==> src/rtl/mem_arb_pkg.sv <==
// Shared types for the memory port arbiter: FSM states, access size codes and requester ids.
package mem_arb_pkg;

  typedef enum logic [1:0] {
    IDLE     = 2'd0,
    WAIT_MEM = 2'd1,
    RESP     = 2'd2
  } arb_state_e;

  typedef enum logic {
    SRC_IF = 1'b0,
    SRC_LS = 1'b1
  } src_e;

  localparam logic [1:0] SZ_B = 2'd0;
  localparam logic [1:0] SZ_H = 2'd1;
  localparam logic [1:0] SZ_W = 2'd2;

  // Size code 3 is illegal and is reported the same way as a misaligned access.
  function automatic logic is_misaligned(input logic [1:0] size, input logic [1:0] lo);
    logic bad;
    case (size)
      SZ_B:    bad = 1'b0;
      SZ_H:    bad = lo[0];
      SZ_W:    bad = (lo != 2'b00);
      default: bad = 1'b1;
    endcase
    return bad;
  endfunction

endpackage

==> src/rtl/lsu_lane_align.sv <==
// Combinational lane steering: byte enables / replicated write data for the outgoing access,
// and lane selection plus sign/zero extension for returning load data.
module lsu_lane_align
  import mem_arb_pkg::*;
(
  input  logic        st_we,
  input  logic [1:0]  st_size,
  input  logic [1:0]  st_lo,
  input  logic [31:0] st_wdata,
  output logic [3:0]  st_be,
  output logic [31:0] st_mwdata,
  output logic        st_misalign,
  input  logic [31:0] ld_rdata,
  input  logic [1:0]  ld_size,
  input  logic [1:0]  ld_lo,
  input  logic        ld_unsigned,
  output logic [31:0] ld_data
);

  logic [31:0] ld_shifted;

  always_comb begin
    st_misalign = is_misaligned(st_size, st_lo);
    st_be       = 4'b1111;
    st_mwdata   = '0;
    if (st_we) begin
      case (st_size)
        SZ_B: begin
          st_be     = 4'b0001 << st_lo;
          st_mwdata = {4{st_wdata[7:0]}};
        end
        SZ_H: begin
          st_be     = 4'b0011 << st_lo;
          st_mwdata = {2{st_wdata[15:0]}};
        end
        default: begin
          st_be     = 4'b1111;
          st_mwdata = st_wdata;
        end
      endcase
    end
  end

  always_comb begin
    ld_shifted = ld_rdata >> {ld_lo, 3'b000};
    case (ld_size)
      SZ_B:    ld_data = ld_unsigned ? {24'b0, ld_shifted[7:0]}
                                     : {{24{ld_shifted[7]}}, ld_shifted[7:0]};
      SZ_H:    ld_data = ld_unsigned ? {16'b0, ld_shifted[15:0]}
                                     : {{16{ld_shifted[15]}}, ld_shifted[15:0]};
      default: ld_data = ld_rdata;
    endcase
  end

endmodule

==> src/rtl/mem_port_arbiter.sv <==
// Shares one single-port memory between instruction fetch and load/store.
// Define MEM_ARB_RR_EN for round-robin arbitration; otherwise LS has fixed priority.
module mem_port_arbiter
  import mem_arb_pkg::*;
#(
  parameter int ADDR_W  = 32,
  parameter int TIMEOUT = 16
) (
  input  logic              clk,
  input  logic              rst,
  input  logic              if_req,
  input  logic [ADDR_W-1:0] if_addr,
  output logic              if_gnt,
  output logic              if_rvalid,
  output logic [31:0]       if_rdata,
  output logic              if_err,
  input  logic              ls_req,
  input  logic              ls_we,
  input  logic [1:0]        ls_size,
  input  logic              ls_unsigned,
  input  logic [ADDR_W-1:0] ls_addr,
  input  logic [31:0]       ls_wdata,
  output logic              ls_gnt,
  output logic              ls_rvalid,
  output logic [31:0]       ls_rdata,
  output logic              ls_err,
  output logic              mem_req,
  output logic              mem_we,
  output logic [3:0]        mem_be,
  output logic [ADDR_W-1:0] mem_addr,
  output logic [31:0]       mem_wdata,
  input  logic              mem_ack,
  input  logic [31:0]       mem_rdata
);

  localparam int CNT_W = $clog2(TIMEOUT);
  localparam logic [CNT_W-1:0] CNT_LAST = CNT_W'(TIMEOUT - 1);

  arb_state_e        state_q, state_d;
  src_e              src_q, src_d;
  logic [1:0]        size_q, size_d;
  logic [1:0]        lo_q, lo_d;
  logic              uns_q, uns_d;
  logic [CNT_W-1:0]  cnt_q, cnt_d;
  logic              mem_we_q, mem_we_d;
  logic [3:0]        mem_be_q, mem_be_d;
  logic [ADDR_W-1:0] mem_addr_q, mem_addr_d;
  logic [31:0]       mem_wdata_q, mem_wdata_d;
  logic              if_rvalid_q, if_rvalid_d, if_err_q, if_err_d;
  logic [31:0]       if_rdata_q, if_rdata_d;
  logic              ls_rvalid_q, ls_rvalid_d, ls_err_q, ls_err_d;
  logic [31:0]       ls_rdata_q, ls_rdata_d;

  logic              grant, ls_wins;
  logic              req_we, req_uns;
  logic [1:0]        req_size;
  logic [ADDR_W-1:0] req_addr;
  logic [31:0]       req_wdata;
  logic [3:0]        al_be;
  logic [31:0]       al_wdata, ld_data;
  logic              al_misalign;
  logic              done, done_err;
  logic [31:0]       done_data;
  src_e              done_src;

`ifdef MEM_ARB_RR_EN
  src_e last_q, last_d;
  assign ls_wins = ls_req & (~if_req | (last_q == SRC_IF));
`else
  assign ls_wins = ls_req;
`endif

  // Grants are suppressed while reset is held so every output reads 0 during reset.
  assign grant  = (state_q == IDLE) & (if_req | ls_req) & ~rst;
  assign ls_gnt = grant & ls_wins;
  assign if_gnt = grant & ~ls_wins;

  assign req_we    = ls_wins ? ls_we       : 1'b0;
  assign req_size  = ls_wins ? ls_size     : SZ_W;
  assign req_uns   = ls_wins ? ls_unsigned : 1'b0;
  assign req_addr  = ls_wins ? ls_addr     : if_addr;
  assign req_wdata = ls_wins ? ls_wdata    : 32'b0;

  lsu_lane_align u_align (
    .st_we       (req_we),
    .st_size     (req_size),
    .st_lo       (req_addr[1:0]),
    .st_wdata    (req_wdata),
    .st_be       (al_be),
    .st_mwdata   (al_wdata),
    .st_misalign (al_misalign),
    .ld_rdata    (mem_rdata),
    .ld_size     (size_q),
    .ld_lo       (lo_q),
    .ld_unsigned (uns_q),
    .ld_data     (ld_data)
  );

  always_comb begin
    state_d     = state_q;
    src_d       = src_q;
    size_d      = size_q;
    lo_d        = lo_q;
    uns_d       = uns_q;
    cnt_d       = cnt_q;
    mem_we_d    = mem_we_q;
    mem_be_d    = mem_be_q;
    mem_addr_d  = mem_addr_q;
    mem_wdata_d = mem_wdata_q;
    done        = 1'b0;
    done_err    = 1'b0;
    done_data   = 32'b0;
    done_src    = src_q;
`ifdef MEM_ARB_RR_EN
    last_d      = last_q;
`endif
    case (state_q)
      IDLE: begin
        if (grant) begin
          src_d       = ls_wins ? SRC_LS : SRC_IF;
          size_d      = req_size;
          lo_d        = req_addr[1:0];
          uns_d       = req_uns;
          cnt_d       = '0;
          mem_we_d    = req_we;
          mem_be_d    = al_be;
          mem_addr_d  = {req_addr[ADDR_W-1:2], 2'b00};
          mem_wdata_d = al_wdata;
`ifdef MEM_ARB_RR_EN
          last_d      = src_d;
`endif
          if (al_misalign) begin
            state_d  = RESP;
            done     = 1'b1;
            done_err = 1'b1;
            done_src = src_d;
          end else begin
            state_d = WAIT_MEM;
          end
        end
      end
      WAIT_MEM: begin
        // An ack on the final counted cycle still completes without error.
        if (mem_ack) begin
          state_d   = RESP;
          done      = 1'b1;
          done_data = mem_we_q ? 32'b0 : ld_data;
        end else if (cnt_q == CNT_LAST) begin
          state_d  = RESP;
          done     = 1'b1;
          done_err = 1'b1;
        end else begin
          cnt_d = cnt_q + 1'b1;
        end
      end
      RESP:    state_d = IDLE;
      default: state_d = IDLE;
    endcase
  end

  always_comb begin
    if_rvalid_d = 1'b0;
    if_rdata_d  = if_rdata_q;
    if_err_d    = if_err_q;
    ls_rvalid_d = 1'b0;
    ls_rdata_d  = ls_rdata_q;
    ls_err_d    = ls_err_q;
    if (done) begin
      if (done_src == SRC_LS) begin
        ls_rvalid_d = 1'b1;
        ls_rdata_d  = done_data;
        ls_err_d    = done_err;
      end else begin
        if_rvalid_d = 1'b1;
        if_rdata_d  = done_data;
        if_err_d    = done_err;
      end
    end
  end

  always_ff @(posedge clk or posedge rst) begin
    if (rst) begin
      state_q     <= IDLE;
      src_q       <= SRC_IF;
      size_q      <= SZ_B;
      lo_q        <= 2'b00;
      uns_q       <= 1'b0;
      cnt_q       <= '0;
      mem_we_q    <= 1'b0;
      mem_be_q    <= 4'b0;
      mem_addr_q  <= '0;
      mem_wdata_q <= 32'b0;
      if_rvalid_q <= 1'b0;
      if_rdata_q  <= 32'b0;
      if_err_q    <= 1'b0;
      ls_rvalid_q <= 1'b0;
      ls_rdata_q  <= 32'b0;
      ls_err_q    <= 1'b0;
    end else begin
      state_q     <= state_d;
      src_q       <= src_d;
      size_q      <= size_d;
      lo_q        <= lo_d;
      uns_q       <= uns_d;
      cnt_q       <= cnt_d;
      mem_we_q    <= mem_we_d;
      mem_be_q    <= mem_be_d;
      mem_addr_q  <= mem_addr_d;
      mem_wdata_q <= mem_wdata_d;
      if_rvalid_q <= if_rvalid_d;
      if_rdata_q  <= if_rdata_d;
      if_err_q    <= if_err_d;
      ls_rvalid_q <= ls_rvalid_d;
      ls_rdata_q  <= ls_rdata_d;
      ls_err_q    <= ls_err_d;
    end
  end

`ifdef MEM_ARB_RR_EN
  always_ff @(posedge clk or posedge rst) begin
    if (rst) last_q <= SRC_IF;
    else     last_q <= last_d;
  end
`endif

  assign mem_req   = (state_q == WAIT_MEM);
  assign mem_we    = mem_we_q;
  assign mem_be    = mem_be_q;
  assign mem_addr  = mem_addr_q;
  assign mem_wdata = mem_wdata_q;
  assign if_rvalid = if_rvalid_q;
  assign if_rdata  = if_rdata_q;
  assign if_err    = if_err_q;
  assign ls_rvalid = ls_rvalid_q;
  assign ls_rdata  = ls_rdata_q;
  assign ls_err    = ls_err_q;

endmodule
==> config.mk <==
export PLATFORM = sky130hd
export DESIGN_NAME = mem_port_arbiter
export DESIGN_NICKNAME = d
export VERILOG_FILES = /design/src/rtl/mem_arb_pkg.sv /design/src/rtl/lsu_lane_align.sv /design/src/rtl/mem_port_arbiter.sv
export SDC_FILE = /design/constraint.sdc
export NUM_CORES = 1
export LEC_CHECK = 0
export BUFFER_PORTS_ARGS = -buffer_cell sky130_fd_sc_hd__buf_4
export CORE_UTILIZATION = 35
export CTS_BUF_LIST = sky130_fd_sc_hd__clkbuf_4
export CTS_CLUSTER_SIZE = 20
export DETAILED_ROUTE_END_ITERATION = 8
export MAX_ROUTING_LAYER = met4
export PLACE_DENSITY_LB_ADDON = 0.05
export RECOVER_POWER = 25
export SYNTH_ARGS = -nofsm -noshare
export SYNTH_HDL_FRONTEND = slang
export SYNTH_SLANG_ARGS = --single-unit
==> constraint.sdc <==
create_clock -name clk -period 7.5 [get_ports clk]
set_input_delay 2.25 -clock clk [delete_from_list [all_inputs] [get_ports clk]]
set_output_delay 2.25 -clock clk [all_outputs]
set_load 0.05 [all_outputs]
==> qor.txt <==
status -> complete, but fails checks
failing checks -> max-capacitance violations, max-slew violations
CTS H-tree lvls -> 4
placed cell count -> 1,176
Hold Vio Cnt, Final -> 0
clock-pin slew of the registers on the worst-case setup and hold paths -> 110 ps
Vias -> 6,198
Leakage -> 4.537 nW
Max stage delay cell, worst path -> nor3_1
final WL -> 21,520 um
startpoint type of the worst setup path -> input pin
Flop pwr share -> 40.1%
Non-Filler Instances -> 1,207
P_int -> 1.446 mW
Max-Slew Margin vs Limit -> -150.2%
CTS max path bufs -> 2
area of the core -> 19,590 um^2
post-synthesis async set-or-reset flop share -> 100.0%
Clock Latency Late Sink -> 550 ps
setup slack after layout -> 1646 ps
Combinational Power Share -> 39.0%
Worst Hold Class -> reg2reg
register bit total from synthesis -> 147
WHS -> 492.4 ps
critical path class -> in2out
# setup viols final -> 0
largest net degree at the start of global routing -> 86
PortBufs -> 274
Setup WS pre-CTS -> 1725 ps
Worst-Margin Slew -> 3733 ps
final core utilization -> 48.67%
filler instances -> 1,898
unrepaired setup endpoints after global routing -> no
min cycle time layout -> 5854 ps
Power, Total -> 2.528 mW
footprint of the multi-input gates -> 3103 um^2
Syn-to-layout area delta -> 35.41%
Initial Utilization -> 35.95%
DR DRC count -> 0
post-route ant nets -> 0
Site Rows -> 51
Finished Cell Area -> 9535 um^2
Pwr Density -> 265.1 nW/um^2
NetSw -> 1.081 mW
n_diodes -> 0
TritonCTS clock tree -> yes
Avg Synthesized Cell Area -> 10.28 um^2
Synth warnings -> 0
Max Cap Viol -> 2
Synth Instances -> 685
die extent in x -> 143.8 um
commonest cells after routing, fill and taps aside -> buf_4, dfrtp_1, o21ai_0
CTS Buf Count -> 17
routability cong. -> 0.8695
Data required, critical path -> 5250 ps
WL per Instance -> 17.83 um
DIE AREA -> 20,690 um^2
R2R Setup Slk -> 4440 ps
CP Max Fanout -> 7
post-CTS resize count -> 0
critical path capture point type -> output pin
kind of cell adding the most delay to the critical path -> simple AND/OR/NAND/NOR gates
CTS Root Cell -> clkbuf_4
clock network fraction of design power -> 20.9%
Die Y -> 143.8 um
Post-Syn Area -> 7042 um^2
Slew Viols, Final -> 150
Via density -> 5.135
setup TNS -> 0 ps
EDFF count, synth -> 0
commonest non-fill, non-tap cell in the layout -> buf_4
hold_buf cts -> 0
Seq/Total Area, Yosys -> 52.24%
critical-path cell list -> clkbuf_1 -> nor3_1 -> and2_1 -> buf_4
switching portion of total power -> 42.78%
Ports -> 277
Final Cycle Share -> 78.05%
Netlist cell types -> 52
CTS Sinks -> 147
layout cells sized above 1 -> 36.94%
Max stage delay on crit path -> 790 ps
ys flop type -> dfrtp_1
initial antenna violation count -> 0
area post-placement -> 9255 um^2
vias in the first global route -> 6,162
Max Clock Freq -> 170.8 MHz
Initial DRC Count -> 327
total grt overflow -> 0
drt pass-1 iters -> 5
GRT Resource Usage Total -> 21.57%
register area -> 3679 um^2
Final Skew -> 25.38 ps
Detail Placement HPWL -> 15,660 um
post-CTS setup buffer count -> 0
Total Nets Final -> 1,068
VDD IR max -> 0.1345 mV
Bufs and invs on worst path -> 2
first-pass GRT wire length -> 32,990 um
Arr. time, crit path -> 3600 ps
==> kinds of logic (layout without fill, tap and decap cells) <==
kind of cell | Yosys count | after routing | synth area share [%]
buffers and inverters | 63 | 319 | 4.105
multiplexers | 61 | 61 | 9.044
other | 1 | 2 | 0.05325
AND/OR/NAND/NOR | 196 | 196 | 13.54
AO/OA/AOI/OAI | 215 | 215 | 20.72
flip-flops | 147 | 147 | 52.24
XOR/XNOR | 1 | 1 | 0.1244
adder cells (fa/ha/maj) | 1 | 1 | 0.1777
==> routing by layer <==
| metal | share of wire, % | routed length, um | global-route usage (%) |
|---|---|---|---|
| met5 | 0 | 0 | - |
| met3 | 6.8 | 1453 | 5.698 |
| met1 | 42 | 9138 | 26.93 |
| met2 | 49 | 10540 | 34.10 |
| met4 | 1.8 | 394 | 6.551 |
==> state kept, by name (all words and copies together), names as in the netlist <==
name,flops
if_err,1
ls_err,1
if_rvalid,1
state_q,2
mem_be,4
size_q,2
ls_rdata,32
uns_q,1
mem_we,1
lo_q,2
mem_addr,30
if_rdata,32
src_q,1
mem_wdata,32
cnt_q,4
ls_rvalid,1
==> synthesized netlist by cell type, drive strengths merged, types with 6 or more instances <==
library cell  number  area (um^2)
o2bb2ai            7        61.31
nor2               9        33.78
buf               19        123.9
mux2              11        123.9
o211ai             6        45.04
and2              10        62.56
inv                8        30.03
mux2i             49        490.5
o221ai            10        93.84
clkbuf            36        135.1
a22o               9        78.83
a31oi              9        71.32
nor2b             20        125.1
dfrtp            147         3679
o31ai             34        325.3
nand2            101        379.1
nand3             32        160.2
a2bb2oi            7        61.31
o21ai            111        555.5
nand3b             6        45.04
==> worst paths after layout <==
| path | start | to | cells past startpoint |
|---|---|---|---|
| worst max-delay path | rst | if_gnt | 4 |
| worst min-delay path | mem_wdata[20] | mem_wdata[20] | 2 |
| worst max register to register | lo_q[1] | if_rdata[19] | 4 |
| worst min register to register | mem_wdata[20] | mem_wdata[20] | 2 |
| max in group asynchronous | rst | ls_rdata[7] | 3 |
| min in group asynchronous | rst | src_q | 2 |
==> final cells by class <==
class,instances,area share (%)
clock buffer,18,1.417
clock inverter,13,1.680
inverter,8,0.3280
multi-input combinational,476,32.54
sequential,147,38.58
tap,265,3.477
timing repair buffer,280,21.98
==> worst min-delay path: stages, from the launching register on <==
cell and delay (ps):
dfrtp_1 360, nand2_1 40, o21ai_0 60
==> power by group through the flow <==
stage | combinational, mW | clock, mW | sequential, mW
after floorplan | 0.330 | 0 | 1.35
after global placement | 0.986 | 0 | 1.02
after detailed placement | 0.997 | 0 | 1.03
after CTS | 0.997 | 0.548 | 1.01
after global routing | 1.05 | 0.582 | 1.03
final | 0.987 | 0.527 | 1.01
(Power assumes the default switching activity.)
